$ cat config.mk
export PLATFORM = sky130hd
export DESIGN_NAME = vga_pixel_unpack
export DESIGN_NICKNAME = d
export VERILOG_FILES = /design/src/rtl/vga_pixel_unpack.sv
export SDC_FILE = /design/constraint.sdc
export NUM_CORES = 1
export LEC_CHECK = 0
export CAP_MARGIN = 20
export CORE_MARGIN = 4
export CORE_UTILIZATION = 40
export DETAILED_ROUTE_END_ITERATION = 8
export PLACE_DENSITY_LB_ADDON = 0.05
export SYNTH_ARGS = -nofsm -noshare
export SYNTH_HDL_FRONTEND = slang
export SYNTH_SLANG_ARGS = --single-unit
$ cat constraint.sdc
create_clock -name vga_clk -period 5 [get_ports vga_clk]
set_clock_uncertainty 0.2 [all_clocks]
set_input_delay 0.75 -clock vga_clk [delete_from_list [all_inputs] [get_ports vga_clk]]
set_output_delay 0.75 -clock vga_clk [all_outputs]
set_load 0.02 [all_outputs]
$ cat src/rtl/vga_pixel_unpack.sv
// ============================================================================
// vga_pixel_unpack
// ----------------------------------------------------------------------------
// Unpacks WORD_W-bit words from a show-ahead DDR read FIFO into RGB pixels for
// the VGA DAC. Each word carries WORD_W/32 RGB888 slots (pix_mode=0) or
// WORD_W/16 RGB565 slots (pix_mode=1); one slot is emitted per pixel_valid
// strobe from the external timing generator. The timing generator is held in
// reset until data or a test pattern is available. A FIFO underrun paints
// UNDERRUN_RGB until the next frame_start, which also realigns the word
// boundary by discarding any partially consumed word.
//
// Optional feature macro: VGA_UNPACK_STATS_EN
//   defined   : underrun_cnt_o (saturating) and sticky align_err_o implemented
//   undefined : both outputs tied to 0 and their registers removed
//
// Parameters
//   WORD_W        FIFO word width (multiple of 32, >= 32)
//   CNT_W         underrun counter width
//   UNDERRUN_RGB  colour shown during underrun, packed {b,g,r}
//
// Ports
//   vga_clk, vga_reset_n   pixel clock, asynchronous active-low reset
//   test_pat_i             select test_*_i colours, suppress FIFO consumption
//   pix_mode_i             0 = RGB888/32-bit slots, 1 = RGB565/16-bit slots
//   test_r/g/b_i           test pattern colour
//   pixel_valid_i          active-pixel strobe
//   frame_start_i          one-cycle pulse in vertical blanking
//   fifo_empty_i           FIFO empty
//   fifo_rd_data_i         FIFO head word (show-ahead)
//   fifo_rd_o              combinational pop, one cycle per consumed/dropped word
//   sync_reset_o           active-high reset to the timing generator
//   vga_r/g/b_o, vga_de_o  registered pixel colour and data enable
//   underrun_o             high while in UNDERRUN
//   underrun_cnt_o         saturating count of underrun events
//   align_err_o            sticky misaligned-frame-start flag
// ============================================================================
module vga_pixel_unpack #(
    parameter int unsigned WORD_W       = 128,
    parameter int unsigned CNT_W        = 16,
    parameter logic [23:0] UNDERRUN_RGB = 24'hFF00FF
) (
    input  logic              vga_clk,
    input  logic              vga_reset_n,
    input  logic              test_pat_i,
    input  logic              pix_mode_i,
    input  logic [7:0]        test_r_i,
    input  logic [7:0]        test_g_i,
    input  logic [7:0]        test_b_i,
    input  logic              pixel_valid_i,
    input  logic              frame_start_i,
    input  logic              fifo_empty_i,
    input  logic [WORD_W-1:0] fifo_rd_data_i,
    output logic              fifo_rd_o,
    output logic              sync_reset_o,
    output logic [7:0]        vga_r_o,
    output logic [7:0]        vga_g_o,
    output logic [7:0]        vga_b_o,
    output logic              vga_de_o,
    output logic              underrun_o,
    output logic [CNT_W-1:0]  underrun_cnt_o,
    output logic              align_err_o
);

    localparam int unsigned SLOTS32 = WORD_W / 32;
    localparam int unsigned SLOTS16 = WORD_W / 16;
    localparam int unsigned SLOT_W  = $clog2(SLOTS16);

    localparam logic [SLOT_W-1:0] LAST32 = SLOT_W'(SLOTS32 - 1);
    localparam logic [SLOT_W-1:0] LAST16 = SLOT_W'(SLOTS16 - 1);

    typedef enum logic [1:0] {
        ST_IDLE     = 2'd0,
        ST_RUN      = 2'd1,
        ST_UNDERRUN = 2'd2
    } state_t;

    // Field order matches the {b,g,r} packing of UNDERRUN_RGB and RGB888 slots.
    typedef struct packed {
        logic [7:0] b;
        logic [7:0] g;
        logic [7:0] r;
    } rgb_t;

    localparam rgb_t UR_RGB = rgb_t'(UNDERRUN_RGB);
    localparam rgb_t BLACK  = rgb_t'(24'h000000);

    state_t             state_q, state_d;
    logic [SLOT_W-1:0]  slot_q, slot_d;
    logic               mode_q, mode_d;
    rgb_t               colour_q, colour_d;
    logic               de_q;
    logic               sync_reset_q;
    logic               underrun_q;

    logic               fifo_rd_c;
    logic               align_set_c;
    logic               cnt_inc_c;
    logic               slot_last_c;
    logic [23:0]        word32_c;
    logic [15:0]        word16_c;
    rgb_t               slot_rgb_c;

    // ------------------------------------------------------------------
    // Slot extraction from the FIFO head word
    // ------------------------------------------------------------------
    always_comb begin
        word32_c = '0;
        word16_c = '0;
        // Byte 3 of an RGB888 slot is padding and never selected.
        for (int i = 0; i < int'(SLOTS32); i++) begin
            if (slot_q == SLOT_W'(i)) begin
                word32_c = fifo_rd_data_i[i*32 +: 24];
            end
        end
        for (int i = 0; i < int'(SLOTS16); i++) begin
            if (slot_q == SLOT_W'(i)) begin
                word16_c = fifo_rd_data_i[i*16 +: 16];
            end
        end

        slot_rgb_c = rgb_t'(word32_c);
        if (mode_q) begin
            // RGB565 widened by replicating the channel MSBs into the LSBs.
            slot_rgb_c.r = {word16_c[15:11], word16_c[15:13]};
            slot_rgb_c.g = {word16_c[10:5],  word16_c[10:9]};
            slot_rgb_c.b = {word16_c[4:0],   word16_c[4:2]};
        end
    end

    assign slot_last_c = mode_q ? (slot_q == LAST16) : (slot_q == LAST32);

    // ------------------------------------------------------------------
    // FSM: state register
    // ------------------------------------------------------------------
    always_ff @(posedge vga_clk or negedge vga_reset_n) begin
        if (!vga_reset_n) begin
            state_q <= ST_IDLE;
        end else begin
            state_q <= state_d;
        end
    end

    // ------------------------------------------------------------------
    // FSM: next-state logic
    // ------------------------------------------------------------------
    always_comb begin
        state_d = state_q;
        case (state_q)
            ST_IDLE: begin
                if (!fifo_empty_i || test_pat_i) begin
                    state_d = ST_RUN;
                end
            end
            ST_RUN: begin
                // A frame_start cycle never counts as a pixel, so it cannot underrun.
                if (!frame_start_i && pixel_valid_i && !test_pat_i && fifo_empty_i) begin
                    state_d = ST_UNDERRUN;
                end
            end
            ST_UNDERRUN: begin
                if (frame_start_i) begin
                    state_d = ST_RUN;
                end
            end
            default: state_d = ST_IDLE;
        endcase
    end

    // ------------------------------------------------------------------
    // FSM: outputs - pop, slot advance, pixel colour, stats events
    // ------------------------------------------------------------------
    always_comb begin
        fifo_rd_c   = 1'b0;
        align_set_c = 1'b0;
        slot_d      = slot_q;
        colour_d    = BLACK;
        mode_d      = mode_q;

        if (state_q == ST_IDLE || frame_start_i) begin
            mode_d = pix_mode_i;
        end

        if (state_q != ST_IDLE) begin
            if (frame_start_i) begin
                // Realign to a word boundary; a coincident pixel is blanked.
                slot_d = '0;
                if (slot_q != '0 && !fifo_empty_i) begin
                    fifo_rd_c   = 1'b1;
                    align_set_c = 1'b1;
                end
                if (pixel_valid_i) begin
                    align_set_c = 1'b1;
                end
            end else if (pixel_valid_i) begin
                if (test_pat_i) begin
                    colour_d = '{b: test_b_i, g: test_g_i, r: test_r_i};
                end else if (state_q == ST_UNDERRUN || fifo_empty_i) begin
                    // Covers both the underrun entry cycle and the UNDERRUN state.
                    colour_d = UR_RGB;
                end else begin
                    colour_d = slot_rgb_c;
                    if (slot_last_c) begin
                        fifo_rd_c = 1'b1;
                        slot_d    = '0;
                    end else begin
                        slot_d = slot_q + SLOT_W'(1);
                    end
                end
            end
        end
    end

    assign cnt_inc_c = (state_q == ST_RUN) && (state_d == ST_UNDERRUN);

    // ------------------------------------------------------------------
    // Datapath and registered outputs
    // ------------------------------------------------------------------
    always_ff @(posedge vga_clk or negedge vga_reset_n) begin
        if (!vga_reset_n) begin
            slot_q       <= '0;
            mode_q       <= 1'b0;
            colour_q     <= BLACK;
            de_q         <= 1'b0;
            sync_reset_q <= 1'b1;
            underrun_q   <= 1'b0;
        end else begin
            slot_q       <= slot_d;
            mode_q       <= mode_d;
            colour_q     <= colour_d;
            de_q         <= pixel_valid_i;
            sync_reset_q <= (state_q == ST_IDLE);
            underrun_q   <= (state_d == ST_UNDERRUN);
        end
    end

    assign fifo_rd_o    = fifo_rd_c;
    assign sync_reset_o = sync_reset_q;
    assign vga_r_o      = colour_q.r;
    assign vga_g_o      = colour_q.g;
    assign vga_b_o      = colour_q.b;
    assign vga_de_o     = de_q;
    assign underrun_o   = underrun_q;

    // ------------------------------------------------------------------
    // Optional statistics
    // ------------------------------------------------------------------
`ifdef VGA_UNPACK_STATS_EN
    logic [CNT_W-1:0] underrun_cnt_q;
    logic             align_err_q;

    always_ff @(posedge vga_clk or negedge vga_reset_n) begin
        if (!vga_reset_n) begin
            underrun_cnt_q <= '0;
            align_err_q    <= 1'b0;
        end else begin
            if (cnt_inc_c && (underrun_cnt_q != '1)) begin
                underrun_cnt_q <= underrun_cnt_q + CNT_W'(1);
            end
            if (align_set_c) begin
                align_err_q <= 1'b1;
            end
        end
    end

    assign underrun_cnt_o = underrun_cnt_q;
    assign align_err_o    = align_err_q;
`else
    logic unused_stats;
    assign unused_stats   = cnt_inc_c | align_set_c;
    assign underrun_cnt_o = '0;
    assign align_err_o    = 1'b0;
`endif

endmodule
==> run summary, run 1 <==
total wire length: 16470 microns
critical path class: reg -> out
Post-layout nets: 796
status: finished, final reports clean
core area: 8763 sq um
sequential fraction of the synthesis area: 22.75%
post-layout util: 62.95%
vias in the first global route: 4406
DR vias: 4737
first drt pass iteration count: 5
grt total ovfl: 0
Tmin final: 4.072 ns
Max Transition Viols Final: 0
post-synthesis cell area: 3636 sq um
I/O Pins: 204
hold buffers post-CTS: 0
Routed Antenna Nets: 0
max cap viols: 0
die footprint: 10680 sq um
Finish-stage setup viols: 0
Slew HR: 39.46%
ys flop type: dfrtp_1
required time of the worst setup path: 4.05 ns
Post-DP HPWL: 12300 microns
Post-synth EDFFs: 0
IO Port Bufs: 186
CTS Buf Count: 5
layout cells sized above 1: 5.538%
Cell variety after synth: 61
Initial Utilization: 41.49%
Layout area overhead: 51.72%
#FFs+latches synth: 33
Max VDD drop: 0.3274 mV
Tcrit/Tclk final: 81.45%
P per Cell Area: 333.7 nW/um^2
P_leak: 0.002116 uW
row count: 34
first-pass GRT wire length: 24200 microns
PostCTS Resize Cnt: 0
Die W: 103.3 microns
highest metal used: met4
H-Tree Level Count: 2
Arr. time, crit path: 3.12 ns
Worst Tran Pin Value: 0.9040 ns
Hold Vio Cnt, Final: 0
Yosys Warn Count: 0
Antenna Cells: 0
DRT iter0 DRCs: 580
met1 WL: 6247 microns
CTS sink count: 33
largest net degree at the start of global routing: 58
final setup TNS: 0 ns
CP Launch Type: register
share of flip-flops with an asynchronous set or reset: 100.0%
worst-skew pair later-pin latency: 0.29 ns
wire per inst: 22.26 microns
setup bufs post-CTS: 0
gr usage total: 29.11%
Cells after Synth: 474
Min-Delay Path Class: reg -> reg
CTS tree: done
fmax: 245.6 MHz
Met3 Wirelength: 2075 microns
CTS clk-pin slew, worst paths: 0.07 ns
Syn Area/Cell: 7.671 sq um
RD Place Congestion: 0.9749
critical path fanouts, max: 30
Critical Path End Type: output pin
RSZ-0062 raised after global routing: no
drt drc: 0
Root Buffer: clkbuf_8
initial antenna violation count: 0
DR vias/cell: 6.401
routed wl met2: 7636 microns
Clock Path Buffers: 2
Die H: 103.3 microns
==> cell type report <==
type / instances / area [sq um]
Fill cell: 768 / 3247
Multi-Input combinational cell: 363 / 2381
Timing Repair Buffer: 196 / 1937
Sequential cell: 33 / 827.0
Tap cell: 108 / 135.1
Inverter: 32 / 120.1
Clock buffer: 7 / 86.33
Clock inverter: 1 / 30.03
==> power by group <==
group | switching (uW) | internal, uW | leakage [uW]
Clock | 110 | 163 | 0.0000585
Combinational | 725 | 532 | 0.00162
Sequential | 16.3 | 295 | 0.000434
Total | 851 | 990 | 0.00212
==> worst max-delay path, stage by stage, from the launching register on <==
cell             delay, ns
dfrtp_1               0.35
buf_4                 0.34
ha_1                  0.77
and2_0                0.37
o211ai_1              0.14
a21oi_1               0.23
clkdlybuf4s50_1       0.63
==> cell families (layout without fill, tap and decap cells) <==
| logic type | Yosys count | count (layout) | share of synthesized area [%] |
|---|---|---|---|
| AOI/OAI and AO/OA | 249 | 249 | 48.66 |
| adders and majority gates | 6 | 6 | 2.065 |
| other | 1 | 17 | 0.1031 |
| buffers and inverters | 94 | 236 | 13.63 |
| muxes | 2 | 2 | 0.6194 |
| and+or+nand+nor | 89 | 89 | 12.18 |
| DFF | 33 | 33 | 22.75 |
==> flip-flops by register name, indices dropped and copies added, names as in the netlist <==
signal and count:
state_q 2, slot_q 3, underrun_o 1, sync_reset_o 1
vga_g_o 8, mode_q 1, vga_b_o 8, vga_r_o 8
vga_de_o 1
==> cell usage after synthesis, types with 4 or more instances <==
library cell	n	area, sq um
a2111oi_0	4	35.03
a211oi_1	5	37.54
a21oi_1	50	250.2
a221o_1	7	70.07
a221oi_1	46	402.9
a221oi_2	4	60.06
a22o_1	7	61.31
a22oi_1	9	67.56
a2bb2oi_1	10	87.58
buf_2	19	95.09
buf_4	21	157.7
buf_6	5	56.30
clkbuf_1	13	48.80
dfrtp_1	32	800.8
ha_1	6	75.07
inv_1	30	112.6
nand2_1	25	93.84
nand2b_1	10	62.56
nand3_1	7	35.03
nor2_1	22	82.58
nor2b_1	6	37.54
nor3_1	4	20.02
o21ai_0	57	285.3
o221ai_1	7	61.31
o22ai_1	4	25.02
o2bb2ai_1	4	35.03
==> placed cells by master, fill, tap and decap left out, types with 4 or more instances in the layout <==
cell type	count
conb_1	17
nand2_1	25
o21ai_0	57
a22o_1	7
a221oi_1	46
ha_1	4
a2111oi_0	4
nor2b_1	5
buf_4	10
a21oi_1	50
inv_1	30
a2bb2oi_1	10
clkbuf_8	6
o2bb2ai_1	4
dfrtp_1	32
a221oi_2	4
o221ai_1	7
nand2b_1	10
nor2_1	22
a221o_1	7
o22ai_1	4
a211oi_1	5
nor3_1	4
a22oi_1	9
clkdlybuf4s50_1	186
nand3_1	7
==> layer usage <==
metal | GRT usage (%) | vias to the layer above
met5 | 0 | -
met4 | 9.960 | 0
met3 | 5.366 | 40
met2 | 47.01 | 373
met1 | 39.01 | 2201
li1 | - | 2123
==> path summary, 6_finish.rpt <==
check	cells after the start	slack, ns	end	start
min in group asynchronous	2	0.67	vga_b_o[6]	vga_reset_n
setup reg to reg	7	1.36	vga_r_o[6]	slot_q[0]
max in group asynchronous	2	3.57	sync_reset_o	vga_reset_n
hold reg to reg	2	0.42	slot_q[1]	slot_q[1]
hold / removal	2	0.42	slot_q[1]	slot_q[1]
setup / recovery	6	0.93	fifo_rd_o	slot_q[2]
==> stage by stage <==
step / std cells / power (uW) / hold WS, ns / instance area [sq um] / setup slack, ns
floorplan: 490 / 1180 / 0.2544 / 3696 / 1.903
global placement: 731 / 1514 / 0.3637 / 5393 / 1.185
detailed placement: 731 / 1534 / 0.3979 / 5393 / 1.144
CTS: 739 / 1815 / 0.4163 / 5509 / 0.8896
global route: 740 / 1949 / 0.4496 / 5517 / 0.7215
finish: 740 / 1841 / 0.4169 / 5517 / 0.9276
Power figures use the tool's default switching activity.
==> inputs of run 2 (changes only) <==
CORE_UTILIZATION = 36   (was 40)
clock period = 3.7 ns   (was 5 ns; I/O delays follow)
==> run summary, run 2 (synthesis gave the netlist of run 1 again) <==
CTS sink count: 33
Top cell by count, worst path: ha_1
CTS tree: done
Antenna Cells: 0
gr usage total: 27.58%
Post-layout nets: 804
CTS Buf Count: 5
register area: 827.0 sq um
required time of the worst setup path: 2.94 ns
P_leak: 0.002140 uW
Post-DP HPWL: 13160 microns
largest net degree at the start of global routing: 43
Tmin final: 3.268 ns
commonest non-fill, non-tap cell in the layout: clkdlybuf4s50_1
CP max stage cell: clkdlybuf4s50_1
critical path fanouts, max: 8
grt total ovfl: 0
critical path, cell by cell: ha_1, ha_1, and2_0, o211ai_1, a21oi_1, clkdlybuf4s50_1
CP Launch Type: register
IO Port Bufs: 186
total wire length: 17010 microns
Routed Antenna Nets: 0
P per Cell Area: 441.6 nW/um^2
CTS clk-pin slew, worst paths: 0.08 ns
clock share of power: 11.3%
Logic pwr share: 71.4%
setup bufs post-CTS: 0
Arr. time, crit path: 2.51 ns
Min-Delay Path Class: reg -> reg
critical path class: reg -> out
RSZ-0062 raised after global routing: no
most frequent cells in the layout: clkdlybuf4s50_1 (186), o21ai_0 (57), a21oi_1 (50)
die footprint: 11770 sq um
sw power: 1189 uW
Layout area overhead: 53.30%
Root Buffer: clkbuf_8
worst-skew pair later-pin latency: 0.29 ns
multi-input logic area: 2381 sq um
I/O Pins: 204
Max Transition Viols Final: 0
drt drc: 0
DRT iter0 DRCs: 363
worst setup margin: 0.4318 ns
sequential share of power: 17.3%
Largest delay share family, worst path: buffers and inverters
Worst Tran Pin Value: 0.8869 ns
initial antenna violation count: 0
RD Place Congestion: 0.9518
Initial Utilization: 37.03%
Hold Vio Cnt, Final: 0
Die H: 108.5 microns
pre-CTS WS: 0.6789 ns
DR vias: 4674
H-Tree Level Count: 2
Sw Ratio: 48.29%
first drt pass iteration count: 5
core area: 9819 sq um
row count: 36
critical path's largest stage delay: 0.63 ns
Buf/Inv on CP: 1
Finish-stage setup viols: 0
Clock Path Buffers: 2
final setup TNS: 0 ns
# fillers: 924
status: finished, final reports clean
vias in the first global route: 4432
PostCTS Resize Cnt: 0
max cap viols: 0
hold buffers post-CTS: 0
internal power: 1273 uW
layout cells sized above 1: 6.719%
Max VDD drop: 0.3393 mV
first-pass GRT wire length: 25050 microns
DR vias/cell: 6.047
Die W: 108.5 microns
Tcrit/Tclk final: 88.33%
Critical Path End Type: output pin
Slew HR: 40.48%
wire per inst: 22.00 microns
fmax: 306.0 MHz
==> run 2: changes by cell type in the layout (fill, tap and decap cells not counted) <==
cell,previous run,this run
clkinv_2,0,2
buf_4,10,18
bufinv_16,1,0
clkbuf_8,6,5
==> run 2: final cells by class <==
class                           instances  area share [%]
Multi-Input combinational cell        363           42.72
Timing Repair Buffer                  204           35.82
Sequential cell                        33           14.84
Tap cell                              133           2.985
Inverter                               32           2.155
Clock buffer                            6           1.302
Clock inverter                          2          0.1796
==> run 2: tightest hold or removal path: stages (launching register included) <==
cell     delay [ns]
dfrtp_1        0.39
o21ai_0        0.10
o41ai_1        0.06
==> run 2: path summary, 6_finish.rpt <==
path / start / endpoint / slack, ns / cells after the start
min in group asynchronous: vga_reset_n / state_q[0] / 0.48 / 2
worst min-delay path: slot_q[2] / slot_q[2] / 0.39 / 2
worst min register to register: slot_q[2] / slot_q[2] / 0.39 / 2
max in group asynchronous: vga_reset_n / sync_reset_o / 2.48 / 2
worst max-delay path: slot_q[0] / fifo_rd_o / 0.43 / 6
worst max register to register: slot_q[0] / vga_r_o[1] / 0.68 / 8
==> run 2: through the flow <==
stage	utilization [%]	instances	power [uW]	cell area, sq um	hold WS, ns
after floorplan	-	490	1594	3696	0.05941
after global placement	55.93	765	2131	5492	0.3539
after detailed placement	55.93	765	2147	5492	0.3752
after CTS	56.77	773	2434	5574	0.3924
after global routing	56.77	773	2621	5574	0.4662
final	56.77	773	2461	5574	0.3899
==> run 2: power groups by stage <==
stage / Sequential, uW / Combinational [uW] / Clock (uW)
6_report: 427 / 1760 / 278
5_1_grt: 432 / 1890 / 294
4_1_cts: 427 / 1720 / 284
3_5_place_dp: 434 / 1710 / 0
3_3_place_gp: 431 / 1700 / 0
2_1_floorplan: 459 / 1140 / 0
==> run 2: metal layers <==
| layer | wire [microns] | up-vias | GRT usage, % |
|---|---|---|---|
| met5 | 0 | - | 0 |
| met4 | 445 | 0 | 8.296 |
| met3 | 1705 | 32 | 4.060 |
| met2 | 7330 | 322 | 41.66 |
| met1 | 7524 | 2183 | 40.40 |
| li1 | - | 2137 | - |
==> inputs of run 3 (changes only) <==
CTS_BUF_LIST = sky130_fd_sc_hd__clkbuf_2   (was unset)
==> run summary, run 3 (synthesis gave the netlist of run 1 again) <==
CTS tree: done
max cap viols: 0
row count: 36
worst setup margin: 0.2877 ns
IO Port Bufs: 186
core area: 9819 sq um
Max VDD drop: 0.3351 mV
Routed Antenna Nets: 0
worst-skew pair later-pin latency: 0.38 ns
drt drc: 0
I/O Pins: 204
Worst Tran Pin Value: 0.8901 ns
Finish-stage setup viols: 0
setup bufs post-CTS: 0
CTS clk-pin slew, worst paths: 0.21 ns
# fillers: 925
Critical Path End Type: output pin
DR vias: 4675
total wire length: 17080 microns
H-Tree Level Count: 2
Post-layout nets: 804
fmax: 293.1 MHz
gr usage total: 27.58%
Root Buffer: clkbuf_2
initial antenna violation count: 0
reg-to-reg slack, setup: 0.66 ns
RD Place Congestion: 0.9518
first-pass GRT wire length: 25010 microns
CTS Buf Count: 5
Antenna Cells: 0
most frequent cells in the layout: clkdlybuf4s50_1 (186), o21ai_0 (57), a21oi_1 (50)
die footprint: 11770 sq um
largest net degree at the start of global routing: 43
vias in the first global route: 4438
critical path class: reg -> out
final setup TNS: 0 ns
Initial Utilization: 37.03%
Clock Path Buffers: 2
Die H: 108.5 microns
Top cell by count, worst path: ha_1
status: finished, final reports clean
Tmin final: 3.412 ns
commonest non-fill, non-tap cell in the layout: clkdlybuf4s50_1
Tcrit/Tclk final: 92.22%
PostCTS Resize Cnt: 0
CTS sink count: 33
Slew HR: 40.27%
Layout area overhead: 52.13%
pre-CTS WS: 0.6789 ns
Post-DP HPWL: 13160 microns
critical path, cell by cell: ha_1, ha_1, and2_0, o211ai_1, a21oi_1, clkdlybuf4s50_1
Hold Vio Cnt, Final: 0
DR vias/cell: 6.048
Min-Delay Path Class: in -> async
Arr. time, crit path: 2.66 ns
P_leak: 0.002127 uW
RSZ-0062 raised after global routing: no
DRT iter0 DRCs: 416
hold buffers post-CTS: 0
critical path's largest stage delay: 0.63 ns
CP max stage cell: clkdlybuf4s50_1
wire per inst: 22.10 microns
CP Launch Type: register
first drt pass iteration count: 6
Die W: 108.5 microns
P per Cell Area: 428.4 nW/um^2
Max Transition Viols Final: 0
critical path fanouts, max: 8
layout cells sized above 1: 6.875%
required time of the worst setup path: 2.94 ns
grt total ovfl: 0
-- run 3: changes by cell type in the layout (fill, tap and decap cells not counted) --
cell | before | now
clkbuf_2 | 0 | 6
clkbuf_8 | 5 | 0
clkbuf_1 | 1 | 0
-- run 3: final cells by class --
| class | count | area [sq um] | share of cell area, % |
|---|---|---|---|
| clock buffer | 6 | 30.03 | 0.5429 |
| timing repair buffer | 204 | 1997 | 36.10 |
| multi-input combinational | 363 | 2381 | 43.04 |
| inverter | 32 | 120.1 | 2.171 |
| sequential | 33 | 827.0 | 14.95 |
| clock inverter | 2 | 10.01 | 0.1810 |
| tap | 133 | 166.4 | 3.008 |
-- run 3: stage by stage --
stage	power, uW	utilization (%)	instances	hold slack [ns]	area, sq um
6_report	2370	56.33	773	0.3623	5532
2_1_floorplan	1594	-	490	0.05941	3696
4_1_cts	2344	56.33	773	0.3584	5532
3_5_place_dp	2147	55.93	765	0.3752	5492
5_1_grt	2529	56.33	773	0.3767	5532
3_3_place_gp	2131	55.93	765	0.3539	5492
-- run 3: power by group --
group | total, uW | switching, uW | internal [uW]
Clock | 187 | 139 | 47.7
Sequential | 427 | 28.6 | 399
Combinational | 1760 | 1010 | 743
Total | 2370 | 1180 | 1190
-- run 3: final timing paths --
kind,to,depth (start not counted),startpoint
max,fifo_rd_o,6,slot_q[0]
min,vga_r_o[7],2,vga_reset_n
max reg2reg,vga_r_o[1],8,slot_q[0]
min reg2reg,slot_q[2],2,slot_q[2]
max in group asynchronous,sync_reset_o,2,vga_reset_n
min in group vga_clk,slot_q[2],2,slot_q[2]
-- run 3: layer usage --
layer / routed length (microns) / share of wire (%) / track usage, %
met1: 7646 / 45 / 40.55
met3: 1549 / 9.1 / 3.881
met2: 7473 / 44 / 41.53
met5: 0 / 0 / 0
met4: 412 / 2.4 / 8.476
-- run 3: critical path: cells and delay by family (launching register included) --
family                   cells  cell delay, ns
AO/OA/AOI/OAI                2            0.30
adder cells (fa/ha/maj)      2            0.54
buffers and inverters        1            0.63
flip-flops                   1            0.47
AND/OR/NAND/NOR              1            0.34
==> variant, RTL diff (config.mk and constraints of run 3) <==
The option `VGA_UNPACK_STATS_EN` is turned on by a define.
--- a/src/rtl/vga_pixel_unpack.sv
+++ b/src/rtl/vga_pixel_unpack.sv
@@ -36,2 +36,4 @@
 // ============================================================================
+`define VGA_UNPACK_STATS_EN
+
 module vga_pixel_unpack #(
Behaviour: not the same (Yosys sat finds a counterexample within 4 cycles, from zero or initial values and one cycle with vga_reset_n low).
==> variant against run 3 <==
Wire length up 15%; setup slack worse by 0.080 ns; synthesized area up 18%; cell count up 15%; design area up 18%; register-to-register slack better by 0.19 ns; sequential cell count up 17; first-iteration DRC count up 21%.
Power is not compared: it rests on default switching activity, and its combinational part moved more than twofold at a synthesized area within 25%.
==> variant: results (changes against run 3) <==
[status]
status=completed

[layout]
nFillCells=1079  ; +17%
fin_area_um2=6531  ; +18%
largest_reg_flops=16
final_cells=889  ; +15%
drive_gt1_share_pct=7.373  ; +0.50 points
diodes=0  ; unchanged
fin_nets=911  ; +13%

[logic_synthesis]
synth_common_cells=o21ai_0, nand2_1, a21oi_1
ys_seq_area_share_pct=29.23  ; +6.5 points
synth.distinct_cells=61  ; unchanged
syn-mean-instance-area_um2=7.650  ; -0.27%
synth_area_leaders=dfrtp_1, o21ai_0, a221oi_1, nand2_1, a21oi_1
syn-num-nets=726

[clock_network]
cts.hold.buffers_added=1  ; +1
htree_levels=2  ; unchanged
insertion_delay_ns=0.53  ; +0.15 ns
numCtsBuffers=5  ; unchanged
clkTransAtPathRegs_ns=0.34  ; +0.13 ns
root_buffer=clkbuf_2
post_cts_buffers=0  ; unchanged

[placed_design]
post-dp-hpwl_mm=15.34  ; +17%
pre_cts_ws_ns=0.4316  ; -0.2473 ns
portBuffers=203  ; +9.1%
gp_congestion=0.9036  ; -5.1%
dpl.cell_count=880  ; +15%

[critical_path]
cp-endpoint=fifo_rd_o
cpPeakStageDelay_ns=0.66  ; +0.03 ns
critPathKind=flop to output port
worstReg2RegEnd=vga_r_o[0]$_DFF_PN0_
critPathArrivalTime_ns=2.74  ; +0.08 ns
r2r-start=slot_q[0]$_DFFE_PN0P_
cp_max_fo=10  ; +2
ff2ff_setup_slack_ns=0.85  ; +0.19 ns
critPathTopFamily=buffers and inverters

[global_routing]
grt_pass1_vias=5291  ; +19%
grtUsageMet1_pct=37.14  ; -3.4 points
grt_use_met2_pct=45.81  ; +4.3 points
gr-usage-all-layers_pct=28.14  ; +0.55 points
antenna_found_initial=0  ; unchanged
grt_first_pass_wirelength_mm=29.57  ; +18%
met3_usage_pct=6.427  ; +2.5 points
grt_start_max_net_pins=52  ; +21%

[sta]
whs_ns=0.3036  ; -0.05868 ns
setup_ws_ns=0.2076  ; -0.08017 ns
slew_headroom_pct=55.06  ; +15 points

[power_and_ir_drop]
p_leak_nw=2.600
swShare_pct=37.98

[detailed_routing]
top_layer=met4
drtIter0Drc=505  ; +21%
wl_met3_mm=2.007  ; +30%
routedWlPerCell_um=22.04  ; -0.26%
met2_length_mm=9.105  ; +22%
wl_met1_mm=7.952  ; +4.0%
vias_per_cell=6.016  ; -0.53%
drt-pass1-iter-count=5  ; -1

variant: cell families (layout without fill, tap and decap cells):
logic type               Yosys count  count (layout)  share of synthesized area [%]
AO/OA/AOI/OAI                    256             256                          40.28
flip-flops                        50              50                          29.24
XOR/XNOR                           9               9                          1.840
buffers and inverters             82             268                          7.769
multiplexers                       5               5                          1.256
AND/OR/NAND/NOR                  151             151                          17.58
adder cells (fa/ha/maj)            7               7                          2.044
variant: power by group through the flow:
stage	Sequential [mW]	Combinational, mW	Clock (mW)
floorplan	0.668	0.294	0
global placement	0.632	0.711	0
detailed placement	0.634	0.715	0
CTS	0.625	0.719	0.290
global route	0.632	0.778	0.311
finish	0.626	0.724	0.282
variant: layout make-up:
cell class / instances / area share [%]
clock buffers: 5 / 0.3831
clock inverters: 3 / 0.4406
inverters: 32 / 1.839
multi-input cells: 428 / 41.48
flip-flops and latches: 50 / 19.18
well taps: 143 / 2.739
repair buffers: 228 / 33.95
